`src/rtl/branch_pkg.sv`:
```
// Shared types and constants for the branch prediction controller.
//   Branch funct3 encodings, BHT counter states, BTB entry layout and the
//   saturating counter step function.
package branch_pkg;

    localparam int unsigned XLEN      = 32;
    localparam int unsigned BTB_TAG_W = 30;   // wide enough for any BTB depth >= 1

    localparam logic [2:0] BEQ  = 3'b000;
    localparam logic [2:0] BNE  = 3'b001;
    localparam logic [2:0] BLT  = 3'b100;
    localparam logic [2:0] BGE  = 3'b101;
    localparam logic [2:0] BLTU = 3'b110;
    localparam logic [2:0] BGEU = 3'b111;

    typedef enum logic [1:0] {
        SNT = 2'b00,
        WNT = 2'b01,
        WT  = 2'b10,
        STK = 2'b11
    } bht_state_t;

    typedef struct packed {
        logic                 valid;
        logic [BTB_TAG_W-1:0] tag;
        logic [XLEN-1:0]      target;
    } btb_entry_t;

    // Two-bit saturating step toward the observed direction.
    function automatic bht_state_t bht_next(input bht_state_t cur, input logic taken);
        bht_state_t nxt;
        nxt = cur;
        if (taken && cur != STK) begin
            nxt = bht_state_t'(2'(cur) + 2'd1);
        end else if (!taken && cur != SNT) begin
            nxt = bht_state_t'(2'(cur) - 2'd1);
        end
        return nxt;
    endfunction

endpackage

```
`src/rtl/Branch_Comparision.sv`:
```
// Shared branch comparator: evaluates the branch condition selected by B_type.
//   A, B    : operands (rs1, rs2)
//   B_type  : funct3 of the branch; undefined encodings resolve not-taken
//   Branch  : 1 when the branch condition holds
module Branch_Comparision
    import branch_pkg::*;
(
    input  logic [31:0] A,
    input  logic [31:0] B,
    input  logic [2:0]  B_type,
    output logic        Branch
);

    always_comb begin
        Branch = 1'b0;
        case (B_type)
            BEQ:     Branch = (A == B);
            BNE:     Branch = (A != B);
            BLT:     Branch = ($signed(A) <  $signed(B));
            BGE:     Branch = ($signed(A) >= $signed(B));
            BLTU:    Branch = (A <  B);
            BGEU:    Branch = (A >= B);
            default: Branch = 1'b0;
        endcase
    end

endmodule

```
`src/rtl/branch_bht.sv`:
```
// Branch history table of 2-bit saturating counters.
//   rd_idx/rd_taken : combinational lookup, returns counter MSB (pre-update value)
//   upd_en/upd_idx/upd_taken : saturating train on the clock edge
module branch_bht
    import branch_pkg::*;
#(
    parameter  int unsigned ENTRIES = 64,
    localparam int unsigned IDX_W   = $clog2(ENTRIES)
) (
    input  logic             clk,
    input  logic             rst_n,
    input  logic [IDX_W-1:0] rd_idx,
    output logic             rd_taken,
    input  logic             upd_en,
    input  logic [IDX_W-1:0] upd_idx,
    input  logic             upd_taken
);

    bht_state_t cnt [ENTRIES];

    // Counters start weakly not-taken.
    always_ff @(posedge clk or negedge rst_n) begin
        if (!rst_n) begin
            for (int i = 0; i < int'(ENTRIES); i++) begin
                cnt[i] <= WNT;
            end
        end else if (upd_en) begin
            cnt[upd_idx] <= bht_next(cnt[upd_idx], upd_taken);
        end
    end

    assign rd_taken = (cnt[rd_idx] == WT) || (cnt[rd_idx] == STK);

endmodule

```
`src/rtl/branch_predict_ctrl.sv`:
```
// Branch prediction and resolution controller.
//   IF : if_valid/if_pc -> if_pred_taken/if_pred_target (combinational BHT+BTB lookup)
//   EX : ex_* resolves the branch via the shared comparator and trains BHT/BTB
//   Out: redirect_valid/redirect_pc (registered flush pulse), saturating
//        branch_cnt and mispredict_cnt
module branch_predict_ctrl
    import branch_pkg::*;
#(
    parameter int unsigned BHT_ENTRIES = 64,
    parameter int unsigned BTB_ENTRIES = 16,
    parameter int unsigned CNT_W       = 32
) (
    input  logic             clk,
    input  logic             rst_n,
    input  logic             if_valid,
    input  logic [31:0]      if_pc,
    output logic             if_pred_taken,
    output logic [31:0]      if_pred_target,
    input  logic             ex_valid,
    input  logic             ex_stall,
    input  logic             ex_is_branch,
    input  logic [2:0]       ex_funct3,
    input  logic [31:0]      ex_rs1,
    input  logic [31:0]      ex_rs2,
    input  logic [31:0]      ex_pc,
    input  logic [31:0]      ex_target,
    input  logic             ex_pred_taken,
    input  logic [31:0]      ex_pred_target,
    output logic             redirect_valid,
    output logic [31:0]      redirect_pc,
    output logic [CNT_W-1:0] branch_cnt,
    output logic [CNT_W-1:0] mispredict_cnt
);

    localparam int unsigned BHT_IDX_W = $clog2(BHT_ENTRIES);
    localparam int unsigned BTB_IDX_W = $clog2(BTB_ENTRIES);

    // Tag is the pc above the index bits; zero-extended to the common field width.
    function automatic logic [BTB_TAG_W-1:0] tag_of(input logic [31:0] pc);
        return BTB_TAG_W'(pc >> (BTB_IDX_W + 2));
    endfunction

    btb_entry_t btb [BTB_ENTRIES];

    logic        bht_taken_c;
    logic        taken_c;
    logic        res_c;
    logic        mis_c;
    logic        btb_hit_c;
    logic [31:0] redirect_pc_c;
    btb_entry_t  if_entry_c;

    Branch_Comparision u_cmp (
        .A      (ex_rs1),
        .B      (ex_rs2),
        .B_type (ex_funct3),
        .Branch (taken_c)
    );

    branch_bht #(.ENTRIES(BHT_ENTRIES)) u_bht (
        .clk       (clk),
        .rst_n     (rst_n),
        .rd_idx    (if_pc[BHT_IDX_W+1:2]),
        .rd_taken  (bht_taken_c),
        .upd_en    (res_c),
        .upd_idx   (ex_pc[BHT_IDX_W+1:2]),
        .upd_taken (taken_c)
    );

    // IF lookup reads current table state, so a same-cycle update is seen next cycle.
    assign if_entry_c     = btb[if_pc[BTB_IDX_W+1:2]];
    assign btb_hit_c      = if_entry_c.valid && (if_entry_c.tag == tag_of(if_pc));
    assign if_pred_taken  = if_valid && bht_taken_c && btb_hit_c;
    assign if_pred_target = if_valid ? if_entry_c.target : 32'd0;

    // The EX instruction during a redirect cycle is wrong-path and must not resolve.
    assign res_c = ex_valid && ex_is_branch && !ex_stall && !redirect_valid;
    assign mis_c = res_c && ((taken_c != ex_pred_taken) ||
                             (taken_c && (ex_pred_target != ex_target)));

    always_comb begin
        redirect_pc_c = ex_pc + 32'd4;
        if (taken_c) begin
            redirect_pc_c = ex_target;
        end
    end

    // Redirect pulse toward fetch.
    always_ff @(posedge clk or negedge rst_n) begin
        if (!rst_n) begin
            redirect_valid <= 1'b0;
            redirect_pc    <= 32'd0;
        end else begin
            redirect_valid <= mis_c;
            if (mis_c) begin
                redirect_pc <= redirect_pc_c;
            end
        end
    end

    // BTB only learns taken branches; not-taken never invalidates.
    always_ff @(posedge clk or negedge rst_n) begin
        if (!rst_n) begin
            for (int i = 0; i < int'(BTB_ENTRIES); i++) begin
                btb[i] <= '0;
            end
        end else if (res_c && taken_c) begin
            btb[ex_pc[BTB_IDX_W+1:2]] <= '{valid: 1'b1, tag: tag_of(ex_pc), target: ex_target};
        end
    end

    // Saturating performance counters.
    always_ff @(posedge clk or negedge rst_n) begin
        if (!rst_n) begin
            branch_cnt     <= '0;
            mispredict_cnt <= '0;
        end else begin
            if (res_c && (branch_cnt != '1)) begin
                branch_cnt <= branch_cnt + CNT_W'(1);
            end
            if (mis_c && (mispredict_cnt != '1)) begin
                mispredict_cnt <= mispredict_cnt + CNT_W'(1);
            end
        end
    end

endmodule
```
`config.mk`:
```
export PLATFORM = sky130hd
export DESIGN_NAME = branch_predict_ctrl
export DESIGN_NICKNAME = d
export VERILOG_FILES = /design/src/rtl/branch_pkg.sv /design/src/rtl/Branch_Comparision.sv /design/src/rtl/branch_bht.sv /design/src/rtl/branch_predict_ctrl.sv
export SDC_FILE = /design/constraint.sdc
export NUM_CORES = 2
export LEC_CHECK = 0
export CAP_MARGIN = 20
export CELL_PAD_IN_SITES_DETAIL_PLACEMENT = 1
export CELL_PAD_IN_SITES_GLOBAL_PLACEMENT = 2
export CORE_MARGIN = 1
export CORE_UTILIZATION = 29
export CTS_CLUSTER_DIAMETER = 80
export DETAILED_ROUTE_END_ITERATION = 10
export PLACE_DENSITY_LB_ADDON = 0.25
export REMOVE_ABC_BUFFERS = 1
export SLEW_MARGIN = 20
export SYNTH_ARGS = -nofsm -noshare
export SYNTH_HDL_FRONTEND = slang
export SYNTH_SLANG_ARGS = --single-unit
```
`constraint.sdc`:
```
create_clock -name clk -period 4.38 [get_ports clk]
set_input_delay 0.876 -clock clk [delete_from_list [all_inputs] [get_ports clk]]
set_output_delay 0.876 -clock clk [all_outputs]
set_load 0.01 [all_outputs]
```
==> results summary <==
The run finished, with violations left. The final reports fail on negative setup slack. The slew at the pin closest to its max-slew limit is 0.944 ns. The HPWL after detailed placement is 146000 um.

Summing the sequential cell areas from Yosys gives 50.7% of the chip area. The number of buffers inserted by hold repair at cts is 0. The number of max-slew violations in the final report was 0. The global-route total usage across every layer came out at 21.1%.

The first-pass GRT wire length came out at 315000 um. For this run, the post-layout net count is 5143. The number of levels the H-tree was split into came out at 4.

The headroom to the max-slew limit came out at 37.1%. The fraction of synthesized cell area taken by the top area cell type came out at 47.8%. Yosys attributes the largest share of cell area to sky130_fd_sc_hd__dfrtp_1, sky130_fd_sc_hd__mux2_2, sky130_fd_sc_hd__mux4_2.

The signal on the critical path passes through buf_16 > buf_8 > buf_16 > mux4_2 > mux4_2 > mux4_2 > nand4_1 > buf_4 > nor4_4 > buf_4 > buf_6. The number of cells produced by synthesis is 4378. The per-instance average area after synthesis came out at 13.2 um2. The kind of launch point of the worst setup path is a primary input. The leakage power is 0.0334 uW. In this design, the stage delay of the slowest critical-path cell is 0.54 ns. Counting stages on the worst path, the most repeated cell is sky130_fd_sc_hd__mux4_2. The slowest stage of the critical path belongs to the cell sky130_fd_sc_hd__mux4_2. The effective utilization at floorplan came out at 29.3%. The via count came out at 40000.

The worst setup path is captured at an output port. The die span in y came out at 449 um. The commonest cells after synthesis are sky130_fd_sc_hd__dfrtp_1, sky130_fd_sc_hd__mux2_2, sky130_fd_sc_hd__mux4_2. The floorplan step defined a core boundary enclosing 198000 um2. The clock tree skew after final layout came out at 0.0282 ns. The total power divided by cell area came out at 377 nW/um2. The area of the die came out at 201000 um2. After synthesis the netlist holds a flip-flop and latch count of 1169. The via count of the first global-routing pass came to 43200. The via density per instance came out at 5.23. Among all cell types in the netlist, the one instantiated most often is sky130_fd_sc_hd__dfrtp_1. The multi-input combinational cell area came out at 26900 um2. In the finished design, the share of the clock period the worst path needs comes to 108%. After clock tree synthesis, the clock-pin slew on the worst setup and hold paths is 0.06 ns. The filler cell count in the final layout is 20600.

The count of TritonRoute iterations in the first routing pass is 5. The complex-gate fraction of the synthesized area is 3.33%. The fraction of synthesized area in multiplexers is 30.8%. Among all flip-flop cells after synthesis, the most frequent one is sky130_fd_sc_hd__dfrtp_1. Across the VDD grid, the largest voltage drop is 0.000408 V.

The detail-routed net length per standard cell came out at 27.7 um. The final design area excluding fillers is 73500 um2. The number of buffers on the longest clock path came out at 3. The arrival time reported for the critical path endpoint came out at 3.85 ns. The kind of critical path is primary input to output port. The total CTS buffers came out at 144. The highest clock rate came out at 0.212 GHz. Once detail routing completed, the nets flagged for antenna violations numbered 0. The proportion of register bits with asynchronous set or reset after synthesis came out at 100%. The number of setup violations in the final report came out at 5. The die span in x is 449 um. The pin count of the biggest net entering global routing is 162. The count of flip-flops with a built-in enable after synthesis came out at 0.

In the post-route analysis, the smallest setup slack over all paths is -0.346 ns. After global routing the overflow that remains totals 0. The largest fanout on the critical path came out at 13.

The sum of routed wire length over all layers is 212000 um. The number of different library cells used by synthesis comes to 61. The largest total area in the synthesized netlist belongs to sky130_fd_sc_hd__dfrtp_1. The root buffer cell is sky130_fd_sc_hd__clkbuf_16. In the routed design, unresolved DRC markers number 0.

The number of antenna violations at the first check in global routing came out at 11. At the worst endpoint, the required time is 3.50 ns. After layout, the design draws a total of 27700 uW. At the end of routability-driven placement, the weighted congestion stood at 0.800. By area, the combinational part of the netlist is dominated by multiplexers. The cell family contributing the most delay on the critical path is multiplexers. The synthesized netlist occupies a cell area of 57900 um2. After the first detailed-routing iteration, the DRC count stood at 2643. The post-synthesis share of cell area spent on xor and xnor gates is 2.18%. The count of input and output buffers came out at 329. The number of hold-slack violations in the final timing report is 0. In this run the worst hold path is classified as primary input to async pin. The clock tree from TritonCTS is yes. The share of synthesized cell area in full adder, half adder and majority cells is 0.865%. The growth of design area from synthesis to finish came out at 27.0%.

Registers take 29300 um2. The number of sinks driven by the clock tree came out at 1169. The later-pin clock latency in the skew report came out at 0.79 ns. The total I/O pin count is 332. The worst path buffer plus inverter count came out at 6. The number of rows in the core area came out at 163. For this run, the number of Yosys warnings is 0. The total of max-cap violations is 0. The basic-gate share of the synthesized area counting and, or, nand and nor cells came out at 8.76%. Setup repair after global routing could not meet its margin everywhere. The final critical-path required period came out at 4.73 ns.

Of the cells placed in the final design, the portion with a size suffix greater than 1 is 41.0%. Cells fill 37.2% of the core in the end. The placed instance area came out at 68300 um2.

The total instance count after detailed placement came out at 7382. The count of placed standard cells in the final layout, fillers left out is 7658.
where the power goes:
part / internal (uW) / total, uW / switching [uW]
Clock: 6960 / 12000 / 5060
Sequential: 11600 / 12100 / 465
Combinational: 1850 / 3650 / 1800
metal layers:
layer / share of wire, % / wire length (um) / up-vias / global-route usage, %
li1: - / - / 17300 / -
met1: 44 / 93800 / 21600 / 28.4
met2: 49 / 105000 / 844 / 35.6
met3: 3.8 / 8090 / 228 / 2.97
met4: 2.5 / 5280 / 2 / 5.39
met5: 0.0057 / 12 / - / 0
path summary, 6_finish.rpt:
| check | start | to | slack [ns] | cells past startpoint |
|---|---|---|---|---|
| setup / recovery | if_pc[2] | if_pred_taken | -0.35 | 11 |
| hold / removal | rst_n | btb[474] | 0.08 | 1 |
| setup reg to reg | u_bht.cnt[93] | u_bht.cnt[19] | 1.12 | 13 |
| hold reg to reg | btb[818] | btb[818] | 0.46 | 1 |
| max in group asynchronous | rst_n | btb[745] | 2.96 | 2 |
| min in group clk | btb[818] | btb[818] | 0.46 | 1 |
state kept, by name, indices dropped and copies added, names as in the netlist:
name and flops:
mispredict_cnt 32, btb 944, u_bht.cnt 128, branch_cnt 32
redirect_valid 1, redirect_pc 32
placed cells by master (no fill, tap or decap), drive strengths merged, types with 39 or more instances in the layout:
master / count
buf: 477
nand3: 55
a21oi: 39
dfstp: 64
nand2: 247
mux2: 932
clkbuf: 220
clkdlybuf4s50: 322
mux4: 316
or4: 62
nor2: 98
xor2: 47
a22oi: 44
o21ai: 199
nand4: 182
xnor2: 97
nor3: 103
ha: 40
dfrtp: 1105
inv: 52
and3: 74
and2: 46
timing repair:
item | in CTS | in global routing
gates resized for setup | 40 | 5
buffers inserted | 6 | 0
setup endpoints to repair | 26 | 21
cloned | 7 | 0
pin swaps | 6 | 2
logic make-up (layout without fill, tap and decap cells):
kind of cell	count (synthesis)	after routing
xor gates and xnor gates	144	144
DFF	1169	1169
and+or+nand+nor	950	950
muxes	1271	1271
adders and majority gates	40	40
AOI/OAI and AO/OA	331	331
buffers and inverters	473	1112
other	0	1
metrics by stage:
stage / hold slack, ns / TNS, ns / setup WS [ns]
after floorplan: 0.429 / -3985.34 / -7.73
after global placement: 0.445 / -545.09 / -1.47
after detailed placement: 0.451 / -551.60 / -1.37
after CTS: 0.0295 / -0.905 / -0.369
after global routing: 0.0525 / -1.58 / -0.432
final: 0.0822 / -0.495 / -0.346
final cells by class:
type | instances | share of cell area [%]
clock inverter | 42 | 0.696
inverter | 46 | 0.235
timing repair buffer | 804 | 12.4
tap | 2640 | 4.49
sequential | 1169 | 39.9
clock buffer | 220 | 5.76
antenna | 1 | 0.00340
multi-input combinational | 2736 | 36.5
Power figures use the tool's default switching activity.
